==> src/rtl/hd44780_led_pwm_pkg.sv <==
// Shared constants for the LED dimmer/blinker: register field layout and channel modes.
// Latency: n/a (constants only).
// Backpressure: n/a.
package hd44780_pkg;

  localparam int DATA_W   = 8;
  localparam int MODE_MSB = 7;
  localparam int MODE_LSB = 6;

  typedef logic [1:0] mode_t;

  localparam mode_t MODE_OFF     = 2'b00;
  localparam mode_t MODE_STEADY  = 2'b01;
  localparam mode_t MODE_BLINK   = 2'b10;
  localparam mode_t MODE_BREATHE = 2'b11;

endpackage

==> src/rtl/hd44780_led_pwm_if.sv <==
// Wishbone-style register access bundle for the LED dimmer (single-beat, no bursts).
// Latency: slave answers one clock after STB_I with ACK_O.
// Backpressure: master holds STB_I/WE_I/ADR_I/DAT_I until it has seen ACK_O.
//   STB_I  strobe, WE_I write enable, ADR_I channel select,
//   DAT_I  write data, DAT_O read data (valid with ACK_O), ACK_O one-cycle acknowledge.
interface hd44780_led_pwm_if;
  import hd44780_pkg::*;

  logic              STB_I;
  logic              WE_I;
  logic [1:0]        ADR_I;
  logic [DATA_W-1:0] DAT_I;
  logic [DATA_W-1:0] DAT_O;
  logic              ACK_O;

  modport master (output STB_I, WE_I, ADR_I, DAT_I, input DAT_O, ACK_O);
  modport slave  (input STB_I, WE_I, ADR_I, DAT_I, output DAT_O, ACK_O);

endinterface

==> src/rtl/hd44780_led_pwm_tick_div.sv <==
// Clock divider producing a single-cycle tick every DIV clocks (counter runs 0..DIV-1).
// Latency: tick_o is high during the cycle the counter holds DIV-1.
// Backpressure: none, free-running.
//   CLK_I clock, RST_I async active-high reset, tick_o one-cycle pulse.
module hd44780_tick_div #(
  parameter int DIV = 4
) (
  input  logic CLK_I,
  input  logic RST_I,
  output logic tick_o
);

  localparam int CW = (DIV > 1) ? $clog2(DIV) : 1;

  logic [CW-1:0] cnt_q, cnt_d;
  logic          last;

  assign last   = (cnt_q == CW'(DIV - 1));
  assign tick_o = last;

  always_comb begin
    cnt_d = cnt_q + 1'b1;
    if (last) cnt_d = '0;
  end

  always_ff @(posedge CLK_I or posedge RST_I) begin
    if (RST_I) cnt_q <= '0;
    else       cnt_q <= cnt_d;
  end

endmodule

==> src/rtl/hd44780_led_pwm.sv <==
// N-channel LED PWM dimmer with off/steady/blink/breathe modes behind an 8-bit-per-channel register bus.
// Latency: bus ACK one clock after STB; new settings take effect at the next PWM wrap; pwm_o lags pwm_ctr by one clock.
// Backpressure: held STB acks every other cycle; no stalls otherwise, PWM is free-running.
//   CLK_I clock, RST_I async active-high reset, bus register access (slave side),
//   pwm_o registered active-high PWM outputs, one per channel.
module hd44780_led_pwm
  import hd44780_pkg::*;
#(
  parameter int NUM_CH      = 3,
  parameter int PWM_BITS    = 3,
  parameter int TICK_DIV    = 24_000_000,
  parameter int BREATHE_DIV = 750_000
) (
  input  logic              CLK_I,
  input  logic              RST_I,
  hd44780_led_pwm_if.slave  bus,
  output logic [NUM_CH-1:0] pwm_o
);

  typedef struct packed {
    mode_t               mode;
    logic [PWM_BITS-1:0] duty;
  } ch_reg_t;

  logic [PWM_BITS-1:0] ctr_q, ctr_d;
  logic                ctr_wrap;
  logic                blink_q, blink_d;
  logic [PWM_BITS-1:0] ramp_q, ramp_d;
  logic                ramp_dn_q, ramp_dn_d;
  logic                ack_q, ack_d;
  logic [DATA_W-1:0]   dat_q, dat_d;
  logic                blink_tick, breathe_tick;
  logic                wr_en;
  logic [DATA_W-1:0]   rd_dat;
  logic [DATA_W-1:0]   rd_vec [NUM_CH];

  hd44780_tick_div #(.DIV(TICK_DIV)) u_blink_div (
    .CLK_I  (CLK_I),
    .RST_I  (RST_I),
    .tick_o (blink_tick)
  );

  hd44780_tick_div #(.DIV(BREATHE_DIV)) u_breathe_div (
    .CLK_I  (CLK_I),
    .RST_I  (RST_I),
    .tick_o (breathe_tick)
  );

  // Bus side: the access completes in the ACK cycle, so writes land then.
  assign wr_en     = ack_q & bus.STB_I & bus.WE_I;
  assign bus.ACK_O = ack_q;
  assign bus.DAT_O = dat_q;

  // Out-of-range addresses match no channel and read back as zero.
  always_comb begin
    rd_dat = '0;
    for (int i = 0; i < NUM_CH; i++) begin
      if (bus.ADR_I == 2'(i)) rd_dat = rd_vec[i];
    end
  end

  assign ctr_wrap = &ctr_q;

  always_comb begin
    ack_d     = bus.STB_I & ~ack_q;
    dat_d     = ack_d ? rd_dat : '0;
    ctr_d     = ctr_q + 1'b1;
    blink_d   = blink_q ^ blink_tick;
    ramp_d    = ramp_q;
    ramp_dn_d = ramp_dn_q;
    // Triangle with no dwell at the ends: turn around on the step that hits the limit.
    if (breathe_tick) begin
      if (!ramp_dn_q) begin
        if (&ramp_q) begin
          ramp_d    = ramp_q - 1'b1;
          ramp_dn_d = 1'b1;
        end else begin
          ramp_d = ramp_q + 1'b1;
        end
      end else begin
        if (ramp_q == '0) begin
          ramp_d    = ramp_q + 1'b1;
          ramp_dn_d = 1'b0;
        end else begin
          ramp_d = ramp_q - 1'b1;
        end
      end
    end
  end

  always_ff @(posedge CLK_I or posedge RST_I) begin
    if (RST_I) begin
      ctr_q     <= '0;
      blink_q   <= 1'b0;
      ramp_q    <= '0;
      ramp_dn_q <= 1'b0;
      ack_q     <= 1'b0;
      dat_q     <= '0;
    end else begin
      ctr_q     <= ctr_d;
      blink_q   <= blink_d;
      ramp_q    <= ramp_d;
      ramp_dn_q <= ramp_dn_d;
      ack_q     <= ack_d;
      dat_q     <= dat_d;
    end
  end

  for (genvar i = 0; i < NUM_CH; i++) begin : g_ch
    ch_reg_t             shadow_q, shadow_d;
    ch_reg_t             active_q, active_d;
    logic [PWM_BITS-1:0] lvl;
    logic                pwm_q, pwm_d;
    logic                wr_hit;
    logic [DATA_W-1:0]   rd_fmt;

    assign wr_hit = wr_en && (bus.ADR_I == 2'(i));

    always_comb begin
      rd_fmt                    = '0;
      rd_fmt[MODE_MSB:MODE_LSB] = shadow_q.mode;
      rd_fmt[PWM_BITS-1:0]      = shadow_q.duty;
    end
    assign rd_vec[i] = rd_fmt;

    always_comb begin
      shadow_d = shadow_q;
      if (wr_hit) begin
        shadow_d.mode = bus.DAT_I[MODE_MSB:MODE_LSB];
        shadow_d.duty = bus.DAT_I[PWM_BITS-1:0];
      end
      // Copy on wrap only, so a period is never cut short; a write in the
      // wrap cycle itself misses this copy (shadow_q is still the old value).
      active_d = ctr_wrap ? shadow_q : active_q;
      case (active_q.mode)
        MODE_OFF:    lvl = '0;
        MODE_STEADY: lvl = active_q.duty;
        MODE_BLINK:  lvl = blink_q ? active_q.duty : '0;
        default:     lvl = (ramp_q < active_q.duty) ? ramp_q : active_q.duty;
      endcase
      pwm_d = (ctr_q < lvl);
    end

    always_ff @(posedge CLK_I or posedge RST_I) begin
      if (RST_I) begin
        shadow_q <= '0;
        active_q <= '0;
        pwm_q    <= 1'b0;
      end else begin
        shadow_q <= shadow_d;
        active_q <= active_d;
        pwm_q    <= pwm_d;
      end
    end

    assign pwm_o[i] = pwm_q;
  end

endmodule

==> src/flat_wrapper.sv <==
// flat-port wrapper written by rule: the top's interface ports become plain ports
module hd44780_led_pwm_flat import hd44780_pkg::*;
#(
  parameter int NUM_CH      = 3,
  parameter int PWM_BITS    = 3,
  parameter int TICK_DIV    = 24_000_000,
  parameter int BREATHE_DIV = 750_000
)
  (CLK_I, RST_I, pwm_o, bus_STB_I, bus_WE_I, bus_ADR_I, bus_DAT_I, bus_DAT_O, bus_ACK_O);
  hd44780_led_pwm_if bus_i ();
  input  logic CLK_I;
  input  logic RST_I;
  output logic [NUM_CH-1:0] pwm_o;
  input wire logic [$bits(bus_i.STB_I)-1:0] bus_STB_I;
  input wire logic [$bits(bus_i.WE_I)-1:0] bus_WE_I;
  input wire logic [$bits(bus_i.ADR_I)-1:0] bus_ADR_I;
  input wire logic [$bits(bus_i.DAT_I)-1:0] bus_DAT_I;
  output wire logic [$bits(bus_i.DAT_O)-1:0] bus_DAT_O;
  output wire logic [$bits(bus_i.ACK_O)-1:0] bus_ACK_O;
  assign bus_i.STB_I = bus_STB_I;
  assign bus_i.WE_I = bus_WE_I;
  assign bus_i.ADR_I = bus_ADR_I;
  assign bus_i.DAT_I = bus_DAT_I;
  assign bus_DAT_O = bus_i.DAT_O;
  assign bus_ACK_O = bus_i.ACK_O;
  hd44780_led_pwm #(.NUM_CH(NUM_CH), .PWM_BITS(PWM_BITS), .TICK_DIV(TICK_DIV), .BREATHE_DIV(BREATHE_DIV)) u_core (.CLK_I(CLK_I), .RST_I(RST_I), .bus(bus_i), .pwm_o(pwm_o));
endmodule
==> config.mk <==
export PLATFORM = sky130hd
export DESIGN_NAME = hd44780_led_pwm_flat
export DESIGN_NICKNAME = d
export VERILOG_FILES = /design/src/rtl/hd44780_led_pwm_pkg.sv /design/src/rtl/hd44780_led_pwm_if.sv /design/src/rtl/hd44780_led_pwm_tick_div.sv /design/src/rtl/hd44780_led_pwm.sv /design/src/flat_wrapper.sv
export SDC_FILE = /design/constraint.sdc
export NUM_CORES = 1
export LEC_CHECK = 0
export ABC_AREA = 1
export CORE_MARGIN = 5
export CORE_UTILIZATION = 23
export CTS_CLUSTER_DIAMETER = 30
export CTS_CLUSTER_SIZE = 14
export DETAILED_ROUTE_END_ITERATION = 8
export GPL_ROUTABILITY_DRIVEN = 0
export PLACE_DENSITY = 0.42
export SYNTH_ARGS = -nofsm -noshare
export SYNTH_HDL_FRONTEND = slang
export SYNTH_SLANG_ARGS = --single-unit
==> constraint.sdc <==
create_clock -name CLK_I -period 2.92 [get_ports CLK_I]
set_clock_uncertainty 0.05 [all_clocks]
set_input_delay 0.73 -clock CLK_I [delete_from_list [all_inputs] [get_ports CLK_I]]
set_output_delay 0.73 -clock CLK_I [all_outputs]
set_load 0.03 [all_outputs]
=== Yosys cells after proc, flatten, opt, wreduce, memory -nomap -nowiden ===
Cells that the tools add are included.

* Bits in registers: 95
* Input port bits: 14

* Add/subtract/negate cells: 5
* $lt $le $gt $ge: 6
* Equality and inequality tests: 10
* Multiplexer cells: 21
* Bitwise gates (word level): 5
* Reductions and logical operators: 10

{| class="wikitable"
|+ Operators with widths
! operator !! count
|-
| $mux 8 || 4
|-
| $mux 3 || 9
|-
| $pmux 3 s3 || 3
|-
| $add 25x1->25 const B || 1
|-
| $eq 25x25->1 const B || 1
|-
| $mux 25 || 1
|-
| $add 20x1->20 const B || 1
|-
| $eq 20x20->1 const B || 1
|-
| $mux 20 || 1
|-
| $lt 3x3->1 || 6
|-
| $eq 2x1->1 const B || 4
|-
| $eq 2x2->1 const B || 4
|-
| $logic_not 2->1 || 4
|-
| $add 3x1->3 const B || 2
|-
| $reduce_and 3->1 || 2
|-
| $and 1x1->1 || 3
|-
| $logic_and 1x1->1 || 3
|-
| $logic_not 3->1 || 1
|-
| $mux 1 || 3
|-
| $sub 3x1->3 const B || 1
|-
| $not 1->1 || 1
|-
| $xor 1x1->1 || 1
|}

=== Longest topological paths before layout ===
Gate-level depths: netlist of the first run.

* Word-level depth: 5
* Depth in mapped cells: 13
* Depth with buffers taken out: 13

=== Cells and area by module ===
A second synthesis of the first run with hierarchy kept.

* Cells, all modules: 664
* Area, all modules: 5200.0 sq um

{| class="wikitable"
|+ Modules (own cells, without submodules)
! module !! times used !! cells an instance !! area an instance (sq um) !! sequential area each (sq um)
|-
| hd44780_led_pwm || 1 || 290 || 2504.9 || 1176.1
|-
| hd44780_tick_div (u_core.u_blink_div) || 1 || 213 || 1492.7 || 625.6
|-
| hd44780_tick_div (u_core.u_breathe_div) || 1 || 161 || 1202.4 || 500.5
|}

=== Worst setup path before layout of the first run ===
No wires, ideal clock.

* Path type: reg-to-reg
* Start: reg u_core.ramp_q[2]
* End: reg u_core.g_ch[0].pwm_q
* Library setup time: 0.077 ns
* Arrival time: 1.698 ns
* Required time: 2.793 ns
* Slack: 1.094 ns
* Cell stages (with the launch flop): 11
* Path buffers: 0
* Cells stage by stage: dfrtp_1 ha_1 a21oi_1 nand2_1 nor2_1 nand2_1 o211ai_1 ha_1 nand2_1 inv_1 a21oi_1

* Cells in the longest elaborated chain, start to end: 4

{| class="wikitable"
|+ Ends and longest elaborated chain
! what !! line !! text
|-
| from (decl) || hd44780_led_pwm.sv:28 || <nowiki>logic [PWM_BITS-1:0] ramp_q, ramp_d;</nowiki>
|-
| from (signal assigned) || hd44780_led_pwm.sv:102 || <nowiki>ramp_q <= ramp_d;</nowiki>
|-
| $lt 3x3->1 || hd44780_led_pwm.sv:139 || <nowiki>default: lvl = (ramp_q < active_q.duty) ? ramp_q : active_q.duty;</nowiki>
|-
| $mux 3 (*) || hd44780_led_pwm.sv:139 ||
|-
| $pmux 3 s3 (*) || hd44780_led_pwm.sv:135 || <nowiki>case (active_q.mode)</nowiki>
|-
| $lt 3x3->1 (*) || hd44780_led_pwm.sv:141 || <nowiki>pwm_d = (ctr_q < lvl);</nowiki>
|-
| named net u_core.g_ch[0].pwm_d || hd44780_led_pwm.sv:113 || <nowiki>logic pwm_q, pwm_d;</nowiki>
|-
| to (signal assigned) || hd44780_led_pwm.sv:152 || <nowiki>pwm_q <= pwm_d;</nowiki>
|-
| to (decl) || hd44780_led_pwm.sv:113 ||
|}

The timed path passes the listed nets; every way through them passes the cells marked *.
A chain may end at the register's enable or synchronous reset.

=== Worst setup path after layout of the first run ===
Ends and elaborated chain as after synthesis.

==> out/qor.csv, run 1 <==
metric,value,unit
status,"complete, no violations",
number of synthesized flops with an enable pin,0,
Clk pwr share,39.7,%
grt ovf,0,
RSZ-0062 raised after global routing,false,
register share of total power,48.2,%
# DRC,0,
hold slack,0.408,ns
number of global-route vias before repair,3929,
register bit count reported by yosys,92,
fraction of layout cells with a size suffix above 1,7.45,%
Resize count post-CTS,0,
"Avg Cell Area, Syn",7.66,sq um
"Seq/Total Area, Yosys",44.9,%
# Post-CTS Setup Buffers,0,
Via Count,4054,
maximum clock rate,457,MHz
Critical Path Start,u_core.ramp_q[2],
logic gate share of total power,12.1,%
cell count after synthesis,670,
P_leak,2.95,nW
power density over the cells,507,nW/um^2
Final ANT Viol Nets,0,
Hold Fails Final Rpt,0,
Critical Path RT,3.12,ns
Inserted Clock Buffers,9,
CTS tree,built,
crit path kind,flop to flop,
IO Pins,26,
ant diodes,0,
RR Startpoint,u_core.ramp_q[2],
DR WL/cell,12.0,microns
fin cells,978,
global-route wire length before repair,20200,microns
measured slew at the worst slew-check pin,0.505,ns
largest net degree at the start of global routing,93,
Final Critical Period,2.19,ns
Worst setup SP type,flop,
post-route setup TNS,0,ns
Syn. warnings,0,
Peak VDD IR,0.274,mV
Hold Path Origin,u_core.u_breathe_div.cnt_q[0],
Nets,731,
Int Pwr,0.00218,W
GRT Overall Usage,9.65,%
Final HPWL DP,8570,microns
switch share,27.6,%
"commonest non-fill, non-tap cell in the layout",nand2_1,
CTS Hold Bufs,0,
NetSw,0.000830,W
area grow syn2layout,15.8,%
Netlist cell types,36,
pins over their slew limit,0,
area of the core,21900,sq um
post-route cell area,5940,sq um
max capacitance violation total,0,
initial antenna violation count,0,
worst skew pair latency,0.35,ns
Final period util,75.0,%
DR pass1 iterations,4,
Vias per Instance,4.15,
Total Wirelength,11800,microns
mapped cell area,5130,sq um
max incr delay on CP,0.60,ns
drt first-iter violations,209,
Worst Path Max Fanout,10,
root buf cell,clkbuf_16,
Placed Cells,963,
Row Count,54,
Die H,159,microns
critical path capture point type,flop,
CTS Sinks,92,
ys async rst share,100,%
top_reg_cell synth,dfrtp_1,
Horiz. Die Dim,159,microns
clk slew on worst S/H paths,0.07,ns
Worst EP arrival,2.39,ns
"commonest non-fill, non-tap cells in the layout","nand2_1, dfrtp_1, inv_1, nor2_1",
Port Buffers,19,
H-tree levels,3,
HP Class,flop to flop,
die area,25400,sq um
slowest library cell on the worst path,dfrtp_1,
"most used cell, CP",nand2_1,
# setup viols final,0,
Clock Tree Buf Depth,2,
placed cell area,5650,sq um
CP Cell Sequence,"ha_1, a21oi_1, nand2_1, nor2_1, nand2_1, o211ai_1, ha_1, nand2_1, inv_1, a21oi_1",
Initial Util,23.4,%
Worst slew margin,66.2,%
[power by group through the flow]
stage | logic (W) | clock network, W | registers (W)
final | 0.000365 | 0.00120 | 0.00145
after CTS | 0.000374 | 0.00124 | 0.00145
after global placement | 0.000368 | 0 | 0.00148
after floorplan | 0.000266 | 0 | 0.00147
after detailed placement | 0.000372 | 0 | 0.00148
after global routing | 0.000425 | 0.00130 | 0.00146
[routing by layer]
metal / global-route usage (%) / vias to the layer above / share of wire [%]
met5: 0 / - / 0
met4: 2.95 / 0 / 1.5
met1: 13.7 / 1854 / 51
met3: 2.38 / 14 / 3.3
li1: - / 2130 / -
met2: 14.5 / 56 / 44
[critical path, delay by kind of cell (launching register included)]
kind                     cells  cell delay [ns]
flip-flops                   1             0.60
adder cells (fa/ha/maj)      2             0.58
AO/OA/AOI/OAI                3             0.44
AND/OR/NAND/NOR              4             0.38
buffers and inverters        1             0.03
[worst paths after layout]
kind / slack (ns) / depth (start not counted) / to
worst max-delay path: 0.73 / 10 / u_core.g_ch[0].pwm_q
worst min-delay path: 0.41 / 1 / u_core.u_breathe_div.cnt_q[0]
worst max register to register: 0.73 / 10 / u_core.g_ch[0].pwm_q
worst min register to register: 0.41 / 1 / u_core.u_breathe_div.cnt_q[0]
max in group asynchronous: 1.62 / 3 / u_core.u_blink_div.cnt_q[17]
min in group asynchronous: 0.84 / 3 / u_core.g_ch[1].pwm_q
[synth_stat cells, drive strengths merged (2+ instances only)]
library cell	n	area share (%)
o211ai	6	0.88
buf	7	1.0
a21o	3	0.44
or2	2	0.24
clkinv	2	0.24
xnor2	5	1.0
xor2	15	2.6
nand2	210	16
nand3b	2	0.29
nor3	7	0.78
clkbuf	4	0.29
a21oi	17	1.7
inv	91	6.7
ha	23	5.6
nand4	8	0.98
nor2	97	8.2
dfrtp	92	45
o21ai	39	3.9
nand3	35	4.1
[final cells by class]
| type | instances | area (sq um) |
|---|---|---|
| Fill cell | 2438 | 15900 |
| Clock buffer | 10 | 229 |
| Clock inverter | 5 | 62.6 |
| Timing Repair Buffer | 22 | 225 |
| Inverter | 93 | 358 |
| Multi-Input combinational cell | 476 | 2420 |
| Sequential cell | 92 | 2300 |
| Tap cell | 280 | 350 |
[per-stage QoR]
stage | utilization (%) | total power, W | setup WS, ns
6_report | 27.1 | 0.00301 | 0.731
5_1_grt | 27.1 | 0.00319 | 0.576
4_1_cts | 27.1 | 0.00307 | 0.711
3_5_place_dp | 25.8 | 0.00185 | 0.772
3_3_place_gp | 25.8 | 0.00185 | 0.751
2_1_floorplan | - | 0.00173 | 1.06
[logic make-up (layout without fill, tap and decap cells)]
| group | Yosys count | in the layout | synth area share, % |
|---|---|---|---|
| other | 1 | 3 | 0.0731 |
| AND/OR/NAND/NOR | 363 | 363 | 30.5 |
| buffers and inverters | 104 | 130 | 8.22 |
| AO/OA/AOI/OAI | 67 | 67 | 7.19 |
| flip-flops | 92 | 92 | 44.9 |
| XOR/XNOR | 20 | 20 | 3.56 |
| adder cells (fa/ha/maj) | 23 | 23 | 5.61 |
[flip-flops by register name, summed over array words and instances (netlist names)]
signal,flops
u_core.u_blink_div.cnt_q,25
u_core.u_breathe_div.cnt_q,20
u_core.g_ch.active_q,15
u_core.g_ch.rd_fmt,15
u_core.bus.DAT_O,5
u_core.ctr_q,3
u_core.g_ch.pwm_q,3
u_core.ramp_q,3
u_core.blink_q,1
u_core.bus.ACK_O,1
u_core.ramp_dn_q,1
Note: power is estimated with default switching activity, not from simulation.
==> run 2: changes to the inputs <==
==> constraint.sdc (replaced) <==
create_clock -name CLK_I -period 1.95 [get_ports CLK_I]
set_clock_uncertainty 0.05 [all_clocks]
set_input_delay 0.4875 -clock CLK_I [delete_from_list [all_inputs] [get_ports CLK_I]]
set_output_delay 0.4875 -clock CLK_I [all_outputs]
set_load 0.03 [all_outputs]
==> run 2 against run 1 <==
  * Die area did not move
  * Routed wire length increased by 1.6%
  * Register-to-register slack worse by 0.65 ns
  * Largest cell class unchanged
  * Highest routed layer unchanged
==> out/qor.csv, run 2 (synthesis results as in run 1) <==
metric,value,unit,change
status,"complete, no violations",,
# setup viols final,0,,unchanged
drt first-iter violations,245,,+17%
post-route cell area,6140,sq um,+3.3%
Largest register FFs,25,,unchanged
CTS tree,built,,
CTS Sinks,92,,unchanged
Inserted Clock Buffers,9,,unchanged
die area,25400,sq um,unchanged
Nets,739,,+1.1%
Worst EP arrival,1.36,ns,-1.03 ns
Die H,159,microns,unchanged
Via Count,4064,,+0.25%
largest net degree at the start of global routing,66,,-29%
Worst Path Max Fanout,1,,-9
CTS Hold Bufs,0,,unchanged
Final HPWL DP,8910,microns,+4.0%
maximum clock rate,528,MHz,
multi-input gate area in the final layout,2540,sq um,+5.0%
Final Critical Period,1.90,ns,
Row Count,54,,unchanged
IO Pins,26,,unchanged
root buf cell,clkbuf_16,,
power density over the cells,750,nW/um^2,+48%
slowest library cell on the worst path,clkdlybuf4s50_1,,
RSZ-0062 raised after global routing,true,,
"commonest non-fill, non-tap cell in the layout",nand2_1,,
GRT Overall Usage,9.69,%,+0.042 points
Total Wirelength,12000,microns,+1.6%
Final period util,97.2,%,
P_leak,3.03,nW,+3.0%
area grow syn2layout,19.6,%,
"commonest non-fill, non-tap cells in the layout","nand2_1, dfrtp_1, nor2_1",,
crit path kind,flop to output pin,,
initial antenna violation count,0,,unchanged
Final ANT Viol Nets,0,,unchanged
Hold Fails Final Rpt,0,,unchanged
worst skew pair latency,0.35,ns,about the same
fin cells,986,,+0.82%
# DRC,0,,unchanged
Reg with most FFs,u_core.u_blink_div.cnt_q,,
Initial Util,23.4,%,unchanged
number of global-route vias before repair,3977,,+1.2%
DR WL/cell,12.1,microns,+0.82%
fraction of layout cells with a size suffix above 1,12.2,%,+4.7 points
DR pass1 iterations,4,,unchanged
max capacitance violation total,0,,unchanged
Horiz. Die Dim,159,microns,unchanged
cell family with most CP delay,buffers and inverters,,
number of buffers and inverters on the critical path,1,,unchanged
ant diodes,0,,unchanged
CP Cell Sequence,clkdlybuf4s50_1,,
Peak VDD IR,0.425,mV,+55%
Critical Path RT,1.41,ns,-1.71 ns
clk slew on worst S/H paths,0.07,ns,about the same
Port Buffers,19,,unchanged
max incr delay on CP,0.67,ns,+0.07 ns
# fillers,2451,,+0.53%
grt ovf,0,,unchanged
H-tree levels,3,,unchanged
global-route wire length before repair,20400,microns,+1.0%
pins over their slew limit,0,,unchanged
biggest regs,"u_core.u_blink_div.cnt_q (25), u_core.u_breathe_div.cnt_q (20)",,
Worst setup SP type,flop,,
HP Class,flop to flop,,
Vias per Instance,4.12,,-0.57%
critical path capture point type,output pin,,
Placed Cells,971,,+0.83%
area of the core,21900,sq um,unchanged
placed cell area,5710,sq um,+1.1%
Register Area,2300,sq um,+0.11%
Clock Tree Buf Depth,2,,unchanged
run 2: routing by layer:
metal | track usage [%] | up-vias | wire length (microns)
met5 | 0 | - | 0
met4 | 2.79 | 0 | 165
met3 | 1.79 | 13 | 259
met2 | 15.2 | 41 | 5340
met1 | 13.7 | 1860 | 6210
li1 | - | 2150 | -
run 2: path summary, 6_finish.rpt:
| path | startpoint | endpoint | slack [ns] | cells past startpoint |
|---|---|---|---|---|
| setup / recovery | u_core.bus.DAT_O[2] | bus_DAT_O[2] | 0.05 | 1 |
| hold / removal | u_core.u_breathe_div.cnt_q[0] | u_core.u_breathe_div.cnt_q[0] | 0.41 | 1 |
| setup reg to reg | u_core.ramp_q[2] | u_core.g_ch[1].pwm_q | 0.08 | 11 |
| hold reg to reg | u_core.u_breathe_div.cnt_q[0] | u_core.u_breathe_div.cnt_q[0] | 0.41 | 1 |
| max in group asynchronous | RST_I | u_core.ramp_q[2] | 0.99 | 3 |
| min in group asynchronous | RST_I | u_core.g_ch[1].active_q[1] | 0.53 | 3 |
run 2: power breakdown:
| group | internal (W) | switching (W) |
|---|---|---|
| Clock | 0.00104 | 0.000782 |
| Combinational | 0.000231 | 0.000382 |
| Sequential | 0.00207 | 0.000105 |
| Total | 0.00334 | 0.00127 |
run 2: metrics by stage:
step	util, %	setup WS [ns]	setup TNS, ns	power (W)	hold WS [ns]
global placement	26.1	0.0521	0	0.00276	0.408
detailed placement	26.1	0.0301	0	0.00277	0.404
CTS	27.5	0.00221	0	0.00465	0.414
floorplan	-	0.124	0	0.00259	0.379
global route	28.1	-0.0273	-0.0529	0.00487	0.428
finish	28.1	0.0546	0	0.00461	0.412
run 2: timing repair:
action / in CTS / in global routing
setup buffers: 0 / 0
gates resized for setup: 1 / 30
pin swaps: 0 / 14
endpoints found under the setup margin: 1 / 5
run 2: final cells by class:
| cell class | count | area share (%) |
|---|---|---|
| inverter | 93 | 5.83 |
| multi-input combinational | 476 | 41.3 |
| tap | 280 | 5.70 |
| sequential | 92 | 37.5 |
| timing repair buffer | 30 | 4.71 |
| clock inverter | 4 | 0.958 |
| clock buffer | 11 | 3.95 |
